--- src/rtl/axi_cmd_master_if.sv ---
`default_nettype none
// ============================================================================
// Module      : axi_cmd_master_if
// Description : 32-bit AXI4 bus bundle between axi_cmd_master and the
//               MAC/PTP slave port. Channels: AW, W, B, AR, R.
//   modport master : drives address/data/valid fields, bready, rready
//   modport slave  : drives awready, wready, bresp/bvalid, arready, r*
// Revision    : 1.0  initial release
// ============================================================================
interface axi_cmd_master_if;
  // write address channel
  logic [31:0] awaddr;
  logic [7:0]  awlen;
  logic        awlock;
  logic [2:0]  awsize;
  logic [1:0]  awburst;
  logic [3:0]  awcache;
  logic [2:0]  awprot;
  logic        awvalid;
  logic        awready;
  // write data channel
  logic [31:0] wdata;
  logic [3:0]  wstrb;
  logic        wlast;
  logic        wvalid;
  logic        wready;
  // write response channel
  logic [1:0]  bresp;
  logic        bvalid;
  logic        bready;
  // read address channel
  logic [31:0] araddr;
  logic [7:0]  arlen;
  logic        arlock;
  logic [2:0]  arsize;
  logic [1:0]  arburst;
  logic [3:0]  arcache;
  logic [2:0]  arprot;
  logic        arvalid;
  logic        arready;
  // read data channel
  logic [31:0] rdata;
  logic [1:0]  rresp;
  logic        rlast;
  logic        rvalid;
  logic        rready;

  modport master (
    output awaddr, awlen, awlock, awsize, awburst, awcache, awprot, awvalid,
    input  awready,
    output wdata, wstrb, wlast, wvalid,
    input  wready,
    input  bresp, bvalid,
    output bready,
    output araddr, arlen, arlock, arsize, arburst, arcache, arprot, arvalid,
    input  arready,
    input  rdata, rresp, rlast, rvalid,
    output rready
  );

  modport slave (
    input  awaddr, awlen, awlock, awsize, awburst, awcache, awprot, awvalid,
    output awready,
    input  wdata, wstrb, wlast, wvalid,
    output wready,
    output bresp, bvalid,
    input  bready,
    input  araddr, arlen, arlock, arsize, arburst, arcache, arprot, arvalid,
    output arready,
    output rdata, rresp, rlast, rvalid,
    input  rready
  );
endinterface
`default_nettype wire

--- src/rtl/axi_cmd_master.sv ---
`default_nettype none
// ============================================================================
// Module      : axi_cmd_master
// Description : Converts a command + data-stream interface into single AXI4
//               INCR bursts (32-bit). One transaction outstanding at a time.
// Ports       : m_axi_aclk / m_axi_areset  clock, sync active-high reset
//               cmd_*      command handshake (write flag, address, beats-1)
//               usr_w*     write-data stream into the burst
//               usr_r*     read-data stream out of the burst
//               done*      end-of-command pulse, response, rlast error
//               m_axi      AXI4 master bundle (axi_cmd_master_if.master)
// Options     : AXI_CMD_MASTER_4K_CHECK_EN - reject bursts crossing 4 KB;
//               rejected writes drain the stream and finish with SLVERR.
// Revision    : 1.0  initial release
// ============================================================================
module axi_cmd_master #(
  parameter logic [3:0] P_CACHE = 4'b0011,
  parameter logic [2:0] P_PROT  = 3'b000
) (
  input  wire               m_axi_aclk,
  input  wire               m_axi_areset,
  input  wire               cmd_valid,
  output logic              cmd_ready,
  input  wire               cmd_write,
  input  wire  [31:0]       cmd_addr,
  input  wire  [7:0]        cmd_len,
  input  wire  [31:0]       usr_wdata,
  input  wire  [3:0]        usr_wstrb,
  input  wire               usr_wvalid,
  output logic              usr_wready,
  output logic [31:0]       usr_rdata,
  output logic              usr_rvalid,
  input  wire               usr_rready,
  output logic              usr_rlast,
  output logic              done,
  output logic [1:0]        done_resp,
  output logic              done_err_last,
  axi_cmd_master_if.master  m_axi
);

  localparam logic [2:0] S_IDLE = 3'd0;
  localparam logic [2:0] S_AW   = 3'd1;
  localparam logic [2:0] S_W    = 3'd2;
  localparam logic [2:0] S_B    = 3'd3;
  localparam logic [2:0] S_AR   = 3'd4;
  localparam logic [2:0] S_R    = 3'd5;
  localparam logic [2:0] S_DONE = 3'd6;

  logic [2:0]  state_q, state_d;
  logic [31:0] addr_q, addr_d;
  logic [7:0]  len_q, len_d;
  logic [7:0]  beat_cnt_q, beat_cnt_d;
  logic [1:0]  resp_acc_q, resp_acc_d;
  logic        err_last_q, err_last_d;
  logic        reject_q, reject_d;
  logic [1:0]  done_resp_q, done_resp_d;
  logic        done_err_last_q, done_err_last_d;

  logic run;
  logic last_beat;
  logic w_beat;
  logic r_beat;
  logic crosses_4k;

  // Every handshake output is forced low while reset is held, so the bus is
  // quiet even before the first reset edge settles the state register.
  assign run       = ~m_axi_areset;
  assign last_beat = (beat_cnt_q == len_q);

`ifdef AXI_CMD_MASTER_4K_CHECK_EN
  // Byte offset one past the final beat, relative to the 4 KB page.
  logic [13:0] span_end;
  assign span_end   = {2'b00, cmd_addr[11:0]} + {4'b0000, cmd_len, 2'b00} + 14'd4;
  assign crosses_4k = (span_end > 14'd4096);
`else
  assign crosses_4k = 1'b0;
`endif

  // ---------------- outputs ----------------
  assign cmd_ready = run && (state_q == S_IDLE);
  assign done      = run && (state_q == S_DONE);
  assign done_resp     = done_resp_q;
  assign done_err_last = done_err_last_q;

  assign m_axi.awaddr  = addr_q & ~32'h3;
  assign m_axi.awlen   = len_q;
  assign m_axi.awlock  = 1'b0;
  assign m_axi.awsize  = 3'b010;
  assign m_axi.awburst = 2'b01;
  assign m_axi.awcache = P_CACHE;
  assign m_axi.awprot  = P_PROT;
  assign m_axi.awvalid = run && (state_q == S_AW);

  assign m_axi.araddr  = addr_q & ~32'h3;
  assign m_axi.arlen   = len_q;
  assign m_axi.arlock  = 1'b0;
  assign m_axi.arsize  = 3'b010;
  assign m_axi.arburst = 2'b01;
  assign m_axi.arcache = P_CACHE;
  assign m_axi.arprot  = P_PROT;
  assign m_axi.arvalid = run && (state_q == S_AR);

  // A rejected write never reaches the bus; its stream is swallowed here.
  assign m_axi.wdata  = usr_wdata;
  assign m_axi.wstrb  = usr_wstrb;
  assign m_axi.wlast  = last_beat;
  assign m_axi.wvalid = run && (state_q == S_W) && !reject_q && usr_wvalid;
  assign usr_wready   = run && (state_q == S_W) && (reject_q || m_axi.wready);

  assign m_axi.bready = run && (state_q == S_B);

  assign usr_rdata    = m_axi.rdata;
  assign usr_rlast    = last_beat;
  assign usr_rvalid   = run && (state_q == S_R) && m_axi.rvalid;
  assign m_axi.rready = run && (state_q == S_R) && usr_rready;

  assign w_beat = usr_wvalid && usr_wready;
  assign r_beat = m_axi.rvalid && m_axi.rready;

  // ---------------- next state ----------------
  always_comb begin
    state_d         = state_q;
    addr_d          = addr_q;
    len_d           = len_q;
    beat_cnt_d      = beat_cnt_q;
    resp_acc_d      = resp_acc_q;
    err_last_d      = err_last_q;
    reject_d        = reject_q;
    done_resp_d     = done_resp_q;
    done_err_last_d = done_err_last_q;

    case (state_q)
      S_IDLE: begin
        if (cmd_valid && cmd_ready) begin
          addr_d     = cmd_addr;
          len_d      = cmd_len;
          beat_cnt_d = 8'd0;
          resp_acc_d = 2'b00;
          err_last_d = 1'b0;
          reject_d   = crosses_4k;
          if (crosses_4k) begin
            resp_acc_d = 2'b10;
            state_d    = cmd_write ? S_W : S_DONE;
          end else begin
            state_d    = cmd_write ? S_AW : S_AR;
          end
        end
      end
      S_AW: begin
        if (m_axi.awready) state_d = S_W;
      end
      S_W: begin
        if (w_beat) begin
          beat_cnt_d = beat_cnt_q + 8'd1;
          if (last_beat) state_d = reject_q ? S_DONE : S_B;
        end
      end
      S_B: begin
        if (m_axi.bvalid) begin
          resp_acc_d = m_axi.bresp;
          state_d    = S_DONE;
        end
      end
      S_AR: begin
        if (m_axi.arready) state_d = S_R;
      end
      S_R: begin
        if (r_beat) begin
          // Response codes are ordered OKAY < EXOKAY < SLVERR < DECERR.
          if (m_axi.rresp > resp_acc_q) resp_acc_d = m_axi.rresp;
          if (m_axi.rlast != last_beat) err_last_d = 1'b1;
          beat_cnt_d = beat_cnt_q + 8'd1;
          // Leave on our own count; a missing or late rlast is not awaited.
          if (last_beat) state_d = S_DONE;
        end
      end
      S_DONE: begin
        state_d = S_IDLE;
      end
      default: begin
        state_d = S_IDLE;
      end
    endcase

    // Result registers load on entry to DONE and then hold until the next one.
    if ((state_d == S_DONE) && (state_q != S_DONE)) begin
      done_resp_d     = resp_acc_d;
      done_err_last_d = err_last_d;
    end
  end

  always_ff @(posedge m_axi_aclk) begin
    if (m_axi_areset) begin
      state_q         <= S_IDLE;
      addr_q          <= 32'd0;
      len_q           <= 8'd0;
      beat_cnt_q      <= 8'd0;
      resp_acc_q      <= 2'b00;
      err_last_q      <= 1'b0;
      reject_q        <= 1'b0;
      done_resp_q     <= 2'b00;
      done_err_last_q <= 1'b0;
    end else begin
      state_q         <= state_d;
      addr_q          <= addr_d;
      len_q           <= len_d;
      beat_cnt_q      <= beat_cnt_d;
      resp_acc_q      <= resp_acc_d;
      err_last_q      <= err_last_d;
      reject_q        <= reject_d;
      done_resp_q     <= done_resp_d;
      done_err_last_q <= done_err_last_d;
    end
  end

endmodule
`default_nettype wire

--- src/flat_wrapper.sv ---
// flat-port wrapper written by rule: the top's interface ports become plain ports
module axi_cmd_master_flat 
#(
  parameter logic [3:0] P_CACHE = 4'b0011,
  parameter logic [2:0] P_PROT  = 3'b000
)
  (m_axi_aclk, m_axi_areset, cmd_valid, cmd_ready, cmd_write, cmd_addr, cmd_len, usr_wdata, usr_wstrb, usr_wvalid, usr_wready, usr_rdata, usr_rvalid, usr_rready, usr_rlast, done, done_resp, done_err_last, m_axi_awaddr, m_axi_awlen, m_axi_awlock, m_axi_awsize, m_axi_awburst, m_axi_awcache, m_axi_awprot, m_axi_awvalid, m_axi_awready, m_axi_wdata, m_axi_wstrb, m_axi_wlast, m_axi_wvalid, m_axi_wready, m_axi_bresp, m_axi_bvalid, m_axi_bready, m_axi_araddr, m_axi_arlen, m_axi_arlock, m_axi_arsize, m_axi_arburst, m_axi_arcache, m_axi_arprot, m_axi_arvalid, m_axi_arready, m_axi_rdata, m_axi_rresp, m_axi_rlast, m_axi_rvalid, m_axi_rready);
  axi_cmd_master_if m_axi_i ();
  input  wire m_axi_aclk;
  input  wire m_axi_areset;
  input  wire cmd_valid;
  output logic cmd_ready;
  input  wire cmd_write;
  input  wire  [31:0] cmd_addr;
  input  wire  [7:0] cmd_len;
  input  wire  [31:0] usr_wdata;
  input  wire  [3:0] usr_wstrb;
  input  wire usr_wvalid;
  output logic usr_wready;
  output logic [31:0] usr_rdata;
  output logic usr_rvalid;
  input  wire usr_rready;
  output logic usr_rlast;
  output logic done;
  output logic [1:0] done_resp;
  output logic done_err_last;
  output wire logic [$bits(m_axi_i.awaddr)-1:0] m_axi_awaddr;
  output wire logic [$bits(m_axi_i.awlen)-1:0] m_axi_awlen;
  output wire logic [$bits(m_axi_i.awlock)-1:0] m_axi_awlock;
  output wire logic [$bits(m_axi_i.awsize)-1:0] m_axi_awsize;
  output wire logic [$bits(m_axi_i.awburst)-1:0] m_axi_awburst;
  output wire logic [$bits(m_axi_i.awcache)-1:0] m_axi_awcache;
  output wire logic [$bits(m_axi_i.awprot)-1:0] m_axi_awprot;
  output wire logic [$bits(m_axi_i.awvalid)-1:0] m_axi_awvalid;
  input wire logic [$bits(m_axi_i.awready)-1:0] m_axi_awready;
  output wire logic [$bits(m_axi_i.wdata)-1:0] m_axi_wdata;
  output wire logic [$bits(m_axi_i.wstrb)-1:0] m_axi_wstrb;
  output wire logic [$bits(m_axi_i.wlast)-1:0] m_axi_wlast;
  output wire logic [$bits(m_axi_i.wvalid)-1:0] m_axi_wvalid;
  input wire logic [$bits(m_axi_i.wready)-1:0] m_axi_wready;
  input wire logic [$bits(m_axi_i.bresp)-1:0] m_axi_bresp;
  input wire logic [$bits(m_axi_i.bvalid)-1:0] m_axi_bvalid;
  output wire logic [$bits(m_axi_i.bready)-1:0] m_axi_bready;
  output wire logic [$bits(m_axi_i.araddr)-1:0] m_axi_araddr;
  output wire logic [$bits(m_axi_i.arlen)-1:0] m_axi_arlen;
  output wire logic [$bits(m_axi_i.arlock)-1:0] m_axi_arlock;
  output wire logic [$bits(m_axi_i.arsize)-1:0] m_axi_arsize;
  output wire logic [$bits(m_axi_i.arburst)-1:0] m_axi_arburst;
  output wire logic [$bits(m_axi_i.arcache)-1:0] m_axi_arcache;
  output wire logic [$bits(m_axi_i.arprot)-1:0] m_axi_arprot;
  output wire logic [$bits(m_axi_i.arvalid)-1:0] m_axi_arvalid;
  input wire logic [$bits(m_axi_i.arready)-1:0] m_axi_arready;
  input wire logic [$bits(m_axi_i.rdata)-1:0] m_axi_rdata;
  input wire logic [$bits(m_axi_i.rresp)-1:0] m_axi_rresp;
  input wire logic [$bits(m_axi_i.rlast)-1:0] m_axi_rlast;
  input wire logic [$bits(m_axi_i.rvalid)-1:0] m_axi_rvalid;
  output wire logic [$bits(m_axi_i.rready)-1:0] m_axi_rready;
  assign m_axi_awaddr = m_axi_i.awaddr;
  assign m_axi_awlen = m_axi_i.awlen;
  assign m_axi_awlock = m_axi_i.awlock;
  assign m_axi_awsize = m_axi_i.awsize;
  assign m_axi_awburst = m_axi_i.awburst;
  assign m_axi_awcache = m_axi_i.awcache;
  assign m_axi_awprot = m_axi_i.awprot;
  assign m_axi_awvalid = m_axi_i.awvalid;
  assign m_axi_i.awready = m_axi_awready;
  assign m_axi_wdata = m_axi_i.wdata;
  assign m_axi_wstrb = m_axi_i.wstrb;
  assign m_axi_wlast = m_axi_i.wlast;
  assign m_axi_wvalid = m_axi_i.wvalid;
  assign m_axi_i.wready = m_axi_wready;
  assign m_axi_i.bresp = m_axi_bresp;
  assign m_axi_i.bvalid = m_axi_bvalid;
  assign m_axi_bready = m_axi_i.bready;
  assign m_axi_araddr = m_axi_i.araddr;
  assign m_axi_arlen = m_axi_i.arlen;
  assign m_axi_arlock = m_axi_i.arlock;
  assign m_axi_arsize = m_axi_i.arsize;
  assign m_axi_arburst = m_axi_i.arburst;
  assign m_axi_arcache = m_axi_i.arcache;
  assign m_axi_arprot = m_axi_i.arprot;
  assign m_axi_arvalid = m_axi_i.arvalid;
  assign m_axi_i.arready = m_axi_arready;
  assign m_axi_i.rdata = m_axi_rdata;
  assign m_axi_i.rresp = m_axi_rresp;
  assign m_axi_i.rlast = m_axi_rlast;
  assign m_axi_i.rvalid = m_axi_rvalid;
  assign m_axi_rready = m_axi_i.rready;
  axi_cmd_master #(.P_CACHE(P_CACHE), .P_PROT(P_PROT)) u_core (.m_axi_aclk(m_axi_aclk), .m_axi_areset(m_axi_areset), .cmd_valid(cmd_valid), .cmd_ready(cmd_ready), .cmd_write(cmd_write), .cmd_addr(cmd_addr), .cmd_len(cmd_len), .usr_wdata(usr_wdata), .usr_wstrb(usr_wstrb), .usr_wvalid(usr_wvalid), .usr_wready(usr_wready), .usr_rdata(usr_rdata), .usr_rvalid(usr_rvalid), .usr_rready(usr_rready), .usr_rlast(usr_rlast), .done(done), .done_resp(done_resp), .done_err_last(done_err_last), .m_axi(m_axi_i));
endmodule
--- config.mk ---
export PLATFORM = sky130hd
export DESIGN_NAME = axi_cmd_master_flat
export DESIGN_NICKNAME = d
export VERILOG_FILES = /design/src/rtl/axi_cmd_master_if.sv /design/src/rtl/axi_cmd_master.sv /design/src/flat_wrapper.sv
export SDC_FILE = /design/constraint.sdc
export NUM_CORES = 1
export LEC_CHECK = 0
export BUFFER_PORTS_ARGS = -buffer_cell sky130_fd_sc_hd__buf_2
export CAP_MARGIN = 0
export CORE_AREA = 2 2 121 123
export DETAILED_ROUTE_END_ITERATION = 6
export DIE_AREA = 0 0 123 125
export PLACE_DENSITY = 0.6
export SETUP_SLACK_MARGIN = 0.15
export SYNTH_ARGS = -nofsm -noshare
export SYNTH_HDL_FRONTEND = slang
export SYNTH_SLANG_ARGS = --single-unit
--- constraint.sdc ---
create_clock -name m_axi_aclk -period 2.2 [get_ports m_axi_aclk]
set_input_delay 0.66 -clock m_axi_aclk [delete_from_list [all_inputs] [get_ports m_axi_aclk]]
set_output_delay 0.66 -clock m_axi_aclk [all_outputs]
set_load 0.01 [all_outputs]
==> impl.org <==
** Power
- Of the total power, the share spent switching nets is 0.296.
- Dividing total power by cell area gives a power density of around 630 nW/µm².
- Across the VDD grid, the largest voltage drop is 0.250 mV.
- Of the total power, combinational logic draws 0.232.
- Leak pwr :: 2.01 nW
- The share of total power dissipated in the clock network is 0.314.
- Net Switching :: 0.000736 W
- Of the total power, registers draw 0.454.
- Internal portion of total power :: 0.00175 W

** Worst setup path
- Ordered cell list for the critical path :: buf_6, and4bb_2, buf_6, and2_4, buf_6
- For this design, the slowest cell found on the critical path is sky130_fd_sc_hd__and4bb_2.
- Required time worst endpoint :: roughly 1.5 ns
- By instance count, the cell type seen most on the critical path is sky130_fd_sc_hd__buf_6.
- Slowest cell delay on critical path :: 0.31 ns
- In this run the worst setup path begins at m_axi_areset.
- The worst setup path is launched from an input port.
- Of all nets on the critical path, the largest fanout is 2.
- The critical path is of the input port to primary output type.
- At the worst endpoint, the arrival time is 1.39 ns.
- Reg-to-reg startpoint :: u_core.state_q[2]
- The worst setup path is captured at a primary output.

** Timing
- On the final layout, the worst clock skew is 0.00894 ns.
- Slew Viols, Final :: 0
- Hold Worst Slack :: slightly below 0.5 ns
- Hold Fails Final Rpt :: 0
- In the finished design, the share of the clock period the worst path needs comes to 0.933.
- Adding up every negative setup slack in the final design gives 0 ns.
- Setup violations remaining at the end of the flow were counted as 0.
- The smallest clock period supported by the final layout is computed as 2.05 ns.
- Final Worst Setup Slack :: 0.148 ns
- Unrepaired setup endpoints after global routing :: true
- Timing would allow up to approximately 490 MHz.

** Yosys
- Counting every instance in the synthesized netlist gives between 400 and 500.
- Yosys printed 0 warnings.
- Most used standard cell by instance count after synthesis :: sky130_fd_sc_hd__buf_4
- The fraction of the mapped netlist area in compound gates is 0.0601.
- In this run, synthesis inferred 0 flip-flops with an integrated enable.
- After synthesis, the largest family of logic cells by area is buffers and inverters.
- Adder-cell share of the synthesized area :: 0.0140
- Share of the synthesized area in the top cell type :: 0.308
- Post-synthesis cell type with the largest combined area :: sky130_fd_sc_hd__dfxtp_1
- After synthesis, the most frequently instantiated cells are sky130_fd_sc_hd__buf_4, sky130_fd_sc_hd__nand2_1, sky130_fd_sc_hd__dfxtp_1.
- Avg Inst Size Synth :: 8.08 µm²
- Netlist area before placement :: 3580 µm²
- Leading cell types by total area after synthesis :: sky130_fd_sc_hd__dfxtp_1, sky130_fd_sc_hd__buf_4, sky130_fd_sc_hd__nand2_1
- Number of library cell types mapped by synthesis :: 51
- Of the total synthesized cell area, the portion taken by AND, OR, NAND and NOR gates is 0.267.
- Sequential area share after synthesis :: 0.308
- Share of cell area taken by muxes after synthesis :: 0.00280
- Register bit total from synthesis :: 55
- Of all flip-flops after synthesis, the portion carrying an async set or reset was 0.
- Synth Area in XOR/XNOR :: 0.0220
- Ys flop type :: sky130_fd_sc_hd__dfxtp_1

** Floorplan
- The core region is 14200 µm².
- Total die area :: 15400 µm²
- For this configuration, the core starts out at a cell density of 0.252.
- After floorplanning, the core was divided into 44 placement rows.
- Die X-Extent :: 123 µm
- 312 I/O pins were placed.
- The die is 125 µm tall.

** GRT
- The first global-routing pass estimated 12200 µm of wire.
- Pin count of the biggest net entering global routing :: 50
- For this run, the total global-route usage over all layers was measured as 0.0998.
- Initial antenna violation count :: 0
- Number of global-route vias before repair :: between 2k and 2.5k
- After global routing the overflow that remains totals 0.

** Drt
- After detailed routing, the number of vias per cell comes to 4.14.
- Overall routed net length :: roughly 8200 µm
- Once detail routing completed, the nets flagged for antenna violations numbered 0.
- For this block, the initial DRC count from the detailed router was 72.
- The routed layout has 2788 vias.
- In the routed design, unresolved DRC markers number 0.
- Dividing the detail-routed wire length by the instance count gives 12.2 µm.
- The first detailed-routing pass ran for 5 iterations.

** Cells and area
- Post-layout nets :: 616
- Of the cells placed in the final design, the portion with a size suffix greater than 1 is 0.419.
- Counting the fill cells in the layout gives between 1.5k and 2k.
- Antenna diode count :: 0
- Relative to the synthesized area, the layout overhead comes to 10.8%.

** CTS
- CTS buffer count :: 5
- Buffer cell driving the clock tree root :: sky130_fd_sc_hd__clkbuf_16
- The tree built by TritonCTS fans out to 55 sinks.
- After clock tree synthesis, the clock-pin slew on the worst setup and hold paths is 0.07 ns.
- Number of hold buffers added after CTS :: 0
- Worst skew pair latency :: a little under 0.3 ns
- The clock tree synthesis step divided the H-tree into 2 levels.
- TritonCTS built the clock tree.
- Clk buf depth :: 2

** Hold path
- Worst hold start :: u_core.addr_q[31]
- Min-delay worst type :: flop to flop

** Outcome
- The run finished with clean final reports.

** Placed design
- Gp weighted congestion :: around 0.75
- Count of input and output buffers :: approximately 140
- DP Worst Slack :: -0.00465 ns
- Placed wire-length estimate after detailed placement :: 5910 µm

** Flow run
- Max-cap violations :: 0
==> logic make-up (layout without fill, tap and decap cells) <==
family                   after synthesis  count (layout)
AO/OA/AOI/OAI                         30              30
other                                  2              30
buffers and inverters                163             181
XOR/XNOR                               9               9
adder cells (fa/ha/maj)                4               4
multiplexers                           1               1
flip-flops                            55              55
AND/OR/NAND/NOR                      179             179
==> what timing repair did <==
action | in CTS | in global routing
setup endpoints to repair | 9 | 10
buffers inserted | 5 | 3
pin swaps | 8 | 9
gates resized for setup | 18 | 17
==> cell type report <==
type / count / area, µm² / share of cell area
Timing Repair Buffer: 167 / 957 / 0.241
Multi-Input combinational cell: 253 / 1490 / 0.375
Clock inverter: 2 / 12.5 / 0.00316
Inverter: 6 / 22.5 / 0.00568
Sequential cell: 55 / 1130 / 0.284
Tap cell: 184 / 230 / 0.0581
Clock buffer: 6 / 129 / 0.0325
==> metal layers <==
metal  part of all wire  wire [µm]  up-vias  GRT usage
met5                  0          0        -          0
met4              0.022        178        0     0.0448
met3              0.074        609       26     0.0237
met2               0.48       3980      118      0.164
met1               0.42       3470     1275      0.122
li1                   -          -     1369          -
==> path summary, 6_finish.rpt <==
kind                               end  slack [ns]  cells after the start
setup / recovery            usr_rvalid        0.15                      5
hold / removal       u_core.addr_q[31]        0.48                      2
setup reg to reg  u_core.beat_cnt_q[6]        0.31                      9
hold reg to reg      u_core.addr_q[31]        0.48                      2
==> power by group through the flow <==
stage | Clock [W] | Combinational, W | Sequential (W)
after floorplan | 0 | 0.000515 | 0.00117
after global placement | 0 | 0.000545 | 0.00115
after detailed placement | 0 | 0.000547 | 0.00115
after CTS | 0.000826 | 0.000566 | 0.00113
after global routing | 0.000877 | 0.000638 | 0.00114
final | 0.000781 | 0.000577 | 0.00113
==> state kept, by name, indices dropped and copies added (netlist names) <==
register / flops
u_core.addr_q: 30
u_core.beat_cnt_q: 8
u_core.done_err_last: 1
u_core.done_resp: 2
u_core.err_last_q: 1
u_core.m_axi.arlen: 8
u_core.resp_acc_q: 2
u_core.state_q: 3
==> cells in the final DEF (no fill, tap or decap), types with 2 or more instances in the layout <==
cell type	instances
sky130_fd_sc_hd__xnor2_1	5
sky130_fd_sc_hd__dfxtp_4	4
sky130_fd_sc_hd__nor2_1	12
sky130_fd_sc_hd__buf_12	2
sky130_fd_sc_hd__nor3_1	7
sky130_fd_sc_hd__conb_1	30
sky130_fd_sc_hd__inv_1	6
sky130_fd_sc_hd__and2_1	2
sky130_fd_sc_hd__a21oi_1	7
sky130_fd_sc_hd__ha_1	4
sky130_fd_sc_hd__a211oi_1	4
sky130_fd_sc_hd__o21ai_0	6
sky130_fd_sc_hd__dfxtp_1	42
sky130_fd_sc_hd__dfxtp_2	9
sky130_fd_sc_hd__nand2b_1	2
sky130_fd_sc_hd__nand4_1	4
sky130_fd_sc_hd__nand2_1	85
sky130_fd_sc_hd__or3_1	7
sky130_fd_sc_hd__clkbuf_16	5
sky130_fd_sc_hd__nand3_1	3
sky130_fd_sc_hd__buf_2	139
sky130_fd_sc_hd__buf_4	19
sky130_fd_sc_hd__and2_4	3
sky130_fd_sc_hd__xnor2_2	3
sky130_fd_sc_hd__nand3b_1	39
sky130_fd_sc_hd__buf_6	7
==> worst max-delay path, delay by kind of cell <==
| family | cells | cell delay (ns) |
|---|---|---|
| buffers and inverters | 3 | 0.29 |
| and+or+nand+nor | 2 | 0.44 |
==> through the flow <==
| step | utilization | cell area, µm² | cells | power (W) |
|---|---|---|---|---|
| after floorplan | - | 3680 | 471 | 0.00169 |
| after global placement | 0.256 | 3640 | 657 | 0.00169 |
| after detailed placement | 0.256 | 3640 | 657 | 0.00170 |
| after CTS | 0.272 | 3860 | 670 | 0.00252 |
| after global routing | 0.279 | 3960 | 673 | 0.00265 |
| final | 0.279 | 3960 | 673 | 0.00249 |
(Power assumes the default switching activity.)
